## config.mk

```make
export PLATFORM = sky130hd
export DESIGN_NAME = cube_net_renderer
export DESIGN_NICKNAME = d
export VERILOG_FILES = /design/src/rtl/cube_pkg.sv /design/src/rtl/cube_palette.sv /design/src/rtl/cube_net_renderer.sv
export SDC_FILE = /design/constraint.sdc
export NUM_CORES = 1
export LEC_CHECK = 0
export CAP_MARGIN = 20
export CORE_AREA = 2 2 211 213
export CTS_CLUSTER_DIAMETER = 50
export DETAILED_ROUTE_END_ITERATION = 12
export DIE_AREA = 0 0 213 215
export PLACE_DENSITY = 0.64
export SLEW_MARGIN = 20
export SYNTH_ARGS = -nofsm -noshare
export SYNTH_HDL_FRONTEND = slang
export SYNTH_HIERARCHICAL = 1
export SYNTH_SLANG_ARGS = --single-unit
```

## constraint.sdc

```tcl
create_clock -name clk -period 13.88 [get_ports clk]
set_input_delay 1.388 -clock clk [delete_from_list [all_inputs] [get_ports clk]]
set_output_delay 1.388 -clock clk [all_outputs]
set_load 0.05 [all_outputs]
```

## src/rtl/cube_pkg.sv

```systemverilog
// Shared face indices, colour codes, palette values and net layout for the cube renderer.
package cube_pkg;

   localparam logic [2:0] FACE_U = 3'd0;
   localparam logic [2:0] FACE_L = 3'd1;
   localparam logic [2:0] FACE_F = 3'd2;
   localparam logic [2:0] FACE_R = 3'd3;
   localparam logic [2:0] FACE_B = 3'd4;
   localparam logic [2:0] FACE_D = 3'd5;

   localparam logic [2:0] C_WHITE  = 3'b000;
   localparam logic [2:0] C_ORANGE = 3'b001;
   localparam logic [2:0] C_GREEN  = 3'b010;
   localparam logic [2:0] C_RED    = 3'b011;
   localparam logic [2:0] C_BLUE   = 3'b100;
   localparam logic [2:0] C_YELLOW = 3'b101;

   localparam logic [23:0] RGB_WHITE  = 24'hFFFFFF;
   localparam logic [23:0] RGB_ORANGE = 24'hFF4000;
   localparam logic [23:0] RGB_GREEN  = 24'h00FF00;
   localparam logic [23:0] RGB_RED    = 24'hFF0000;
   localparam logic [23:0] RGB_BLUE   = 24'h0000FF;
   localparam logic [23:0] RGB_YELLOW = 24'hFFFF00;
   localparam logic [23:0] RGB_ERR    = 24'hFF00FF;

   typedef struct packed {
      logic active;
      logic hs;
      logic vs;
      logic fs;
   } beam_t;

   localparam beam_t BEAM_RST = '{active: 1'b0, hs: 1'b1, vs: 1'b1, fs: 1'b0};

   typedef struct packed {
      logic       ok;
      logic [2:0] face;
   } face_t;

   // Cross layout: U above F, L/F/R/B across the middle row, D below F.
   function automatic face_t face_at(input logic [1:0] gx, input logic [1:0] gy);
      face_t r;
      r = '{ok: 1'b1, face: FACE_U};
      case ({gy, gx})
         4'b00_01: r.face = FACE_U;
         4'b01_00: r.face = FACE_L;
         4'b01_01: r.face = FACE_F;
         4'b01_10: r.face = FACE_R;
         4'b01_11: r.face = FACE_B;
         4'b10_01: r.face = FACE_D;
         default:  r = '{ok: 1'b0, face: FACE_U};
      endcase
      return r;
   endfunction

endpackage

```

## src/rtl/cube_palette.sv

```systemverilog
// Final pipeline stage: registered colour-code to RGB lookup with background and blanking overrides.
module cube_palette #(
   parameter logic [23:0] BG_RGB = 24'h000000
) (
   input  logic        clk,
   input  logic        rst,
   input  logic [2:0]  code,
   input  logic        force_bg,
   input  logic        blank,
   output logic [23:0] rgb
);
   import cube_pkg::*;

   logic [23:0] lut;

   always_comb begin
      case (code)
         C_WHITE:  lut = RGB_WHITE;
         C_ORANGE: lut = RGB_ORANGE;
         C_GREEN:  lut = RGB_GREEN;
         C_RED:    lut = RGB_RED;
         C_BLUE:   lut = RGB_BLUE;
         C_YELLOW: lut = RGB_YELLOW;
         default:  lut = RGB_ERR;
      endcase
   end

   // Blanking wins over background so the DAC sees true black outside active video.
   always_ff @(posedge clk or negedge rst) begin
      if (!rst)          rgb <= '0;
      else if (blank)    rgb <= '0;
      else if (force_bg) rgb <= BG_RGB;
      else               rgb <= lut;
   end

endmodule

```

## src/rtl/cube_net_renderer.sv

```systemverilog
// Streams the 54-sticker cube net straight from beam position with a per-frame colour snapshot.
module cube_net_renderer #(
   parameter int          H_ACTIVE      = 640,
   parameter int          H_FP          = 16,
   parameter int          H_SYNC        = 96,
   parameter int          H_BP          = 48,
   parameter int          V_ACTIVE      = 480,
   parameter int          V_FP          = 10,
   parameter int          V_SYNC        = 2,
   parameter int          V_BP          = 33,
   parameter int          CELL_PX       = 10,
   parameter int          STICKER_CELLS = 2,
   parameter int          GAP_CELLS     = 1,
   parameter int          ORIGIN_X      = 2,
   parameter int          ORIGIN_Y      = 2,
   parameter logic [23:0] BG_RGB        = 24'h000000,
   parameter int          BLINK_FRAMES  = 30
) (
   input  logic         clk,
   input  logic         rst,
   input  logic [161:0] color,
   input  logic         hl_en,
   input  logic [2:0]   hl_face,
   output logic [7:0]   VGA_R,
   output logic [7:0]   VGA_G,
   output logic [7:0]   VGA_B,
   output logic         VGA_HS,
   output logic         VGA_VS,
   output logic         VGA_BLANK_N,
   output logic         VGA_SYNC_N,
   output logic         VGA_CLK,
   output logic         frame_start
);
   import cube_pkg::*;

   localparam int H_TOTAL = H_ACTIVE + H_FP + H_SYNC + H_BP;
   localparam int V_TOTAL = V_ACTIVE + V_FP + V_SYNC + V_BP;
   localparam int HW      = $clog2(H_TOTAL);
   localparam int VW      = $clog2(V_TOTAL);
   localparam int CW      = (CELL_PX > 1) ? $clog2(CELL_PX) : 1;
   localparam int FW      = $clog2(BLINK_FRAMES + 1);
   localparam int PITCH   = STICKER_CELLS + GAP_CELLS;
   localparam int FPITCH  = 3 * PITCH + GAP_CELLS;

   localparam logic [HW-1:0] H_LAST = HW'(H_TOTAL - 1);
   localparam logic [HW-1:0] H_ACT  = HW'(H_ACTIVE);
   localparam logic [HW-1:0] HS_BEG = HW'(H_ACTIVE + H_FP);
   localparam logic [HW-1:0] HS_END = HW'(H_ACTIVE + H_FP + H_SYNC);
   localparam logic [VW-1:0] V_LAST = VW'(V_TOTAL - 1);
   localparam logic [VW-1:0] V_ACT  = VW'(V_ACTIVE);
   localparam logic [VW-1:0] VS_BEG = VW'(V_ACTIVE + V_FP);
   localparam logic [VW-1:0] VS_END = VW'(V_ACTIVE + V_FP + V_SYNC);
   localparam logic [CW-1:0] SUB_LAST = CW'(CELL_PX - 1);
   localparam logic [FW-1:0] F_LAST   = FW'(BLINK_FRAMES - 1);

   // Returns {valid, face grid index, sticker index} for one axis of a net-relative cell.
   function automatic logic [4:0] axis_dec(input int c);
      int g, f, s;
      g = 0;
      for (int i = 1; i < 4; i++) if (c >= i * FPITCH) g = i;
      f = c - g * FPITCH;
      s = 0;
      for (int i = 1; i < 3; i++) if (f >= i * PITCH) s = i;
      return {(c >= 0) && (f < 3 * PITCH) && (f - s * PITCH < STICKER_CELLS), 2'(g), 2'(s)};
   endfunction

   logic [HW-1:0] h, hc;
   logic [VW-1:0] v, vc;
   logic [CW-1:0] hsub, vsub;
   logic          h_last, v_last;

   assign h_last = (h == H_LAST);
   assign v_last = (v == V_LAST);

   always_ff @(posedge clk or negedge rst) begin
      if (!rst) begin
         h <= '0; hc <= '0; hsub <= '0;
         v <= '0; vc <= '0; vsub <= '0;
      end else if (h_last) begin
         h <= '0; hc <= '0; hsub <= '0;
         if (v_last) begin
            v <= '0; vc <= '0; vsub <= '0;
         end else begin
            v <= v + 1'b1;
            if (vsub == SUB_LAST) begin vsub <= '0; vc <= vc + 1'b1; end
            else vsub <= vsub + 1'b1;
         end
      end else begin
         h <= h + 1'b1;
         if (hsub == SUB_LAST) begin hsub <= '0; hc <= hc + 1'b1; end
         else hsub <= hsub + 1'b1;
      end
   end

   beam_t beam_now;
   always_comb begin
      beam_now.active = (h < H_ACT) && (v < V_ACT);
      beam_now.hs     = !((h >= HS_BEG) && (h < HS_END));
      beam_now.vs     = !((v >= VS_BEG) && (v < VS_END));
      beam_now.fs     = (h == '0) && (v == '0);
   end

   // Snapshot inputs and the pre-update blink phase once per frame so a frame never tears.
   logic [161:0]  snap_color;
   logic          snap_en, snap_blink, phase;
   logic [2:0]    snap_face;
   logic [FW-1:0] fcnt;

   always_ff @(posedge clk or negedge rst) begin
      if (!rst) begin
         snap_color <= '0; snap_en <= 1'b0; snap_face <= '0; snap_blink <= 1'b0;
         phase <= 1'b0; fcnt <= '0;
      end else if (beam_now.fs) begin
         snap_color <= color; snap_en <= hl_en; snap_face <= hl_face; snap_blink <= phase;
         if (fcnt == F_LAST) begin fcnt <= '0; phase <= ~phase; end
         else fcnt <= fcnt + 1'b1;
      end
   end

   beam_t [3:1]   beam_pipe;
   logic [HW-1:0] s1_cx;
   logic [VW-1:0] s1_cy;
   logic [2:0]    s2_code;
   logic          s2_bg;

   logic [4:0] ax, ay;
   face_t      fa;
   logic [7:0] sbit;
   logic       hide;

   always_comb begin
      ax   = axis_dec(int'(s1_cx) - ORIGIN_X);
      ay   = axis_dec(int'(s1_cy) - ORIGIN_Y);
      fa   = face_at(ax[3:2], ay[3:2]);
      sbit = 8'(3 * (int'(fa.face) * 9 + int'(ay[1:0]) * 3 + int'(ax[1:0])));
      hide = snap_blink && snap_en && (snap_face == fa.face);
   end

   always_ff @(posedge clk or negedge rst) begin
      if (!rst) begin
         beam_pipe <= {3{BEAM_RST}};
         s1_cx <= '0; s1_cy <= '0;
         s2_code <= '0; s2_bg <= 1'b1;
      end else begin
         beam_pipe <= {beam_pipe[2:1], beam_now};
         s1_cx <= hc;
         s1_cy <= vc;
         s2_code <= snap_color[sbit +: 3];
         s2_bg <= !(beam_pipe[1].active && ax[4] && ay[4] && fa.ok) || hide;
      end
   end

   logic [23:0] rgb;

   cube_palette #(.BG_RGB(BG_RGB)) u_palette (
      .clk      (clk),
      .rst      (rst),
      .code     (s2_code),
      .force_bg (s2_bg),
      .blank    (!beam_pipe[2].active),
      .rgb      (rgb)
   );

   assign {VGA_R, VGA_G, VGA_B} = rgb;
   assign VGA_HS      = beam_pipe[3].hs;
   assign VGA_VS      = beam_pipe[3].vs;
   assign VGA_BLANK_N = beam_pipe[3].active;
   assign frame_start = beam_pipe[3].fs;
   assign VGA_SYNC_N  = 1'b0;
   assign VGA_CLK     = clk;

endmodule

```

# Yosys cells after proc, flatten, opt, wreduce, memory -nomap -nowiden
# Index checks and enable logic that the tools add are counted.
dict set report totals {
  regBits 281
  elab_cells 143
  output_inout_bits 30
  in_bits 168
}
dict set report op_classes {
  shift 1
  mux 26
  reduce_logical 25
  magnitude_cmp 22
  addsub 15
  mul 7
  bitwise_logic 1
  eq_ne 17
}
# cell n
set op_table {}
lappend op_table {{2-to-1 mux 32 bit} 6}
lappend op_table {{variable part select 162 x 9 -> 3 bit} 1}
lappend op_table {{one-hot mux 24 bit (6 select lines)} 1}
lappend op_table {{greater-or-equal comparator 32 x 3 -> 1 bit, second input constant} 2}
lappend op_table {{greater-or-equal comparator 32 x 4 -> 1 bit, second input constant} 2}
lappend op_table {{< comparator 32 x 3 -> 1 bit, second input constant} 2}
lappend op_table {{< comparator 32 x 5 -> 1 bit, second input constant} 2}
lappend op_table {{multiplier 32 x 3 -> 32 bit, second input constant} 2}
lappend op_table {{multiplier 32 x 4 -> 31 bit, second input constant} 2}
lappend op_table {{subtractor 11 x 32 -> 32 bit} 2}
lappend op_table {{subtractor 32 bit} 2}
lappend op_table {{2-to-1 mux 10 bit} 6}
lappend op_table {{2-to-1 mux 24 bit} 2}
lappend op_table {{greater-or-equal comparator 11 x 6 -> 1 bit, second input constant} 4}
lappend op_table {{adder 10 x 1 -> 10 bit, second input constant} 4}
lappend op_table {{greater-or-equal comparator 11 x 1 -> 1 bit, second input constant} 2}
lappend op_table {{greater-or-equal comparator 11 x 5 -> 1 bit, second input constant} 2}
lappend op_table {{subtractor 10 x 2 -> 11 bit, second input constant} 2}
lappend op_table {{equality test 10 bit, second input constant} 2}
lappend op_table {{logical NOT 10 bit} 2}
lappend op_table {{< comparator 10 bit, second input constant} 2}
lappend op_table {{< comparator 10 x 9 -> 1 bit, second input constant} 2}
lappend op_table {{equality test 4 x 3 -> 1 bit, second input constant} 4}
lappend op_table {{2-to-1 mux 4 bit} 4}
lappend op_table {{27 further kinds} 52}

# Logic depth before layout (Yosys ltp)
dict set report depth {
  word_depth 19
  mapped_depth 44
  depth_no_buf 43
}

# Hierarchy
# Netlist, hierarchy kept.
# mod cells_per_inst seq_area_each_um2 n_inst area_each_um2
set by_module_without_submodules {}
lappend by_module_without_submodules {cube_net_renderer 1732 6439.9 1 16856.2}
lappend by_module_without_submodules {cube_palette 34 100.1 1 352.8}

==> summary.md <==
| Metric | Value |
|---|---|
| Hold slack | around 350 ps |
| Worst path max stage delay | roughly 820 ps |
| Peak supply drop | around 0.064 mV |
| Final worst-path cycle share | 0.809 |
| Post-route ant nets | 0 |
| Max-Cap Viols | 0 |
| Total vias in the final route | 13719 |
| Yosys top cell area share | 0.369 |
| Vias in the first global route | 13550 |
| Crit-path max FO | 66 |
| Switching part of the total power | 0.230 |
| Yosys top cell by area | dfrtp_1 |
| Hold EP | frame_start$_DFF_PN0_ |
| Slew Limit Fails | 0 |
| Sequential fraction of the synthesis area | 0.380 |
| Final wirelength | between 40000 and 50000 um |
| Inst Count DP | about 2500 |
| Largest net degree at the start of global routing | between 100 and 150 |
| Placement Setup Slack | approximately 2700 ps |
| Nets@finish | roughly 2100 |
| Hold path depth | 0 |
| Area contributors post-synth | dfrtp_1, mux4_2, nand2_1, ha_1, mux2i_1 |
| Leakage power | between 8 and 9 nW |
| DRC | 0 |
| Worst Setup End Kind | flip-flop |
| PwrDens | about 95 nW/um2 |
| Setup TNS | 0 ps |
| DRT iter0 DRCs | roughly 1100 |
| TritonRoute pass-1 iters | 5 |
| Syn avg cell area | 9.74 um2 |
| Flops & latches, synth | approximately 260 |
| DR vias/cell | roughly 5.5 |
| Antenna diodes | 0 |
| Post-Syn Area | 17200 um2 |
| Synth unique cells | 78 |
| Setup repair after global routing missed its margin | false |
| Worst setup SP type | flip-flop |
| Antenna violations before repair | 0 |
| Clk pwr share | 0.512 |
| Fin. Hold Viols | 0 |
| Die Ht | roughly 220 um |
| Post-synth top cells | nand2_1, dfrtp_1, mux4_2 |
| Gp weighted congestion | between 0.9 and 1 |
| Reg power frac | 0.411 |
| Final Critical Period | approximately 11000 ps |
| Crit path kind | reg -> reg |
| Combinational group share of total power | 0.077 |
| First-pass GRT wire length | 72600 um |
| HPWL Detailed | around 33000 um |
| Area Growth Syn to Fin | 21.6% |
| R2r worst-path depth | 32 |
| Worst flop-to-flop path endpoint | s2_code[0]$_DFF_PN0_ |
| Worst Hold Launch | beam_pipe[4]$_DFF_PN0_ |
| CP dominant cell by count | ha_1 |
| Gr usage total | 0.198 |
| Status | completed |
| Hold Buf Count CTS | 0 |
| Worst slew margin | 0.388 |
| R2R Setup Slk | roughly 2700 ps |
| Fmax | between 0.08 and 0.09 GHz |
| Die span in x | 213 um |
| Number of synthesis warnings | 6 |
| CTS clk-pin slew, worst paths | 60 ps |
| Core Region | between 40000 and 50000 um2 |
| Crit path DAT | 11740 ps |
| Main flop type after synthesis | dfrtp_1 |
| PnR worst setup slack | between 2000 and 3000 ps |
| Pwr Total | between 1.5 and 2 mW |
| P_sw | 0.458 mW |
| Worst-Skew Late Latency | 630 ps |
| Asr flop ratio synth | 1.00 |
| Post-synth EDFFs | 0 |
| Layout cell share with drive strength beyond 1 | 0.134 |
| Worst min-delay path category | reg -> reg |
| R2R Path Start | s1_cy[1]$_DFF_PN0_ |
| Setup Fix Bufs, Post-CTS | 0 |
| Least-Margin Pin Slew | approximately 920 ps |
| Req. time, crit path | approximately 14000 ps |
| Grt total ovfl | 0 |
| Die area | 45800 um2 |
| CTS resizes | 0 |
| IO Count | just under 200 |
| Layout Cells excl Fill | ~2500 |
| P_int | about 1.5 mW |
| Std cell rows | 77 |
| Final setup fails | 0 |
| Slowest CP cell | ha_4 |
| Most common cell in the netlist | nand2_1 |
| CTS tree | yes |
| # port buffers | around 200 |
| Mapped Cells | 1766 |
| Wire length per cell | between 15 and 20 um |
| Initial Util | 0.394 |
| Final Skew | between 15 and 20 ps |
| Fillcell total | approximately 4000 |
[final cells by class]
type,count,area [um2],share of cell area
sequential,261,6540,0.313
multi-input combinational,1347,10100,0.481
timing repair buffer,207,2080,0.0993
inverter,44,165,0.00789
clock inverter,18,284,0.0136
clock buffer,46,1050,0.0501
tap,592,741,0.0354
[power by group through the flow]
stage / registers (mW) / clock network, mW / logic (mW)
3_5_place_dp: 0.830 / 0.0166 / 0.154
5_1_grt: 0.821 / 1.07 / 0.167
6_report: 0.818 / 1.02 / 0.153
3_3_place_gp: 0.829 / 0.0166 / 0.151
4_1_cts: 0.816 / 1.04 / 0.155
2_1_floorplan: 0.817 / 0.0155 / 0.0715
[state kept, by name (all words and copies together) (netlist names), 3 cells and up]
name / cells
vc: 10
fcnt: 5
snap_face: 3
s1_cx: 10
beam_pipe: 8
hsub: 4
s1_cy: 10
s2_code: 3
snap_color: 162
hc: 10
h: 10
v: 10
u_palette/rgb: 4
vsub: 4
[routing by layer]
layer | part of all wire | global-route usage | vias to the layer above
li1 | - | - | 6457
met1 | 0.46 | 0.290 | 6753
met2 | 0.46 | 0.300 | 431
met3 | 0.055 | 0.0308 | 78
met4 | 0.029 | 0.0653 | 0
met5 | 0 | 0 | -
[layout by cell type (no fill, tap or decap), drive strengths merged, types with 41 or more instances in the layout]
cell type and n:
o21ai 41, mux4 135, a21oi 43, ha 60
clkdlybuf4s50 195, dfrtp 254, nor2 83, nand2 568
clkbuf 45, inv 51
[cell families after synthesis]
| family | Yosys count | synth area share |
|---|---|---|
| and+or+nand+nor | 843 | 0.214 |
| DFF | 261 | 0.380 |
| AOI/OAI and AO/OA | 187 | 0.0748 |
| muxes | 179 | 0.203 |
| buffers and inverters | 160 | 0.0398 |
| adders and majority gates | 70 | 0.0553 |
| xor gates and xnor gates | 64 | 0.0326 |
| other | 2 | 0.000436 |
[through the flow]
step           utilization  area (um2)
3_5_place_dp         0.448       19600
4_1_cts              0.478       20900
2_1_floorplan            -       17200
6_report             0.479       20900
5_1_grt              0.479       20900
3_3_place_gp         0.448       19600
[worst max-delay path, delay by kind of cell, from the launching register on]
kind | cells | cell delay [ps]
muxes | 5 | 1860
buffers and inverters | 4 | 1060
AOI/OAI and AO/OA | 5 | 1150
adders and majority gates | 7 | 2940
DFF | 1 | 490
and+or+nand+nor | 11 | 3510
[worst max path at each step]
stage                                  start                    to  slack [ps]  depth (start not counted)
after floorplan           s1_cy[4]$_DFF_PN0_  s2_code[2]$_DFF_PN0_        3890                         33
after global placement    s1_cy[1]$_DFF_PN0_  s2_code[0]$_DFF_PN0_        3040                         32
after detailed placement  s1_cy[1]$_DFF_PN0_  s2_code[0]$_DFF_PN0_        2730                         32
after CTS                 s1_cy[1]$_DFF_PN0_  s2_code[0]$_DFF_PN0_        2720                         32
after global routing      s1_cy[1]$_DFF_PN0_  s2_code[0]$_DFF_PN0_        2000                         32
final                     s1_cy[1]$_DFF_PN0_  s2_code[0]$_DFF_PN0_        2650                         32
Note: power is estimated with default switching activity, not from simulation.
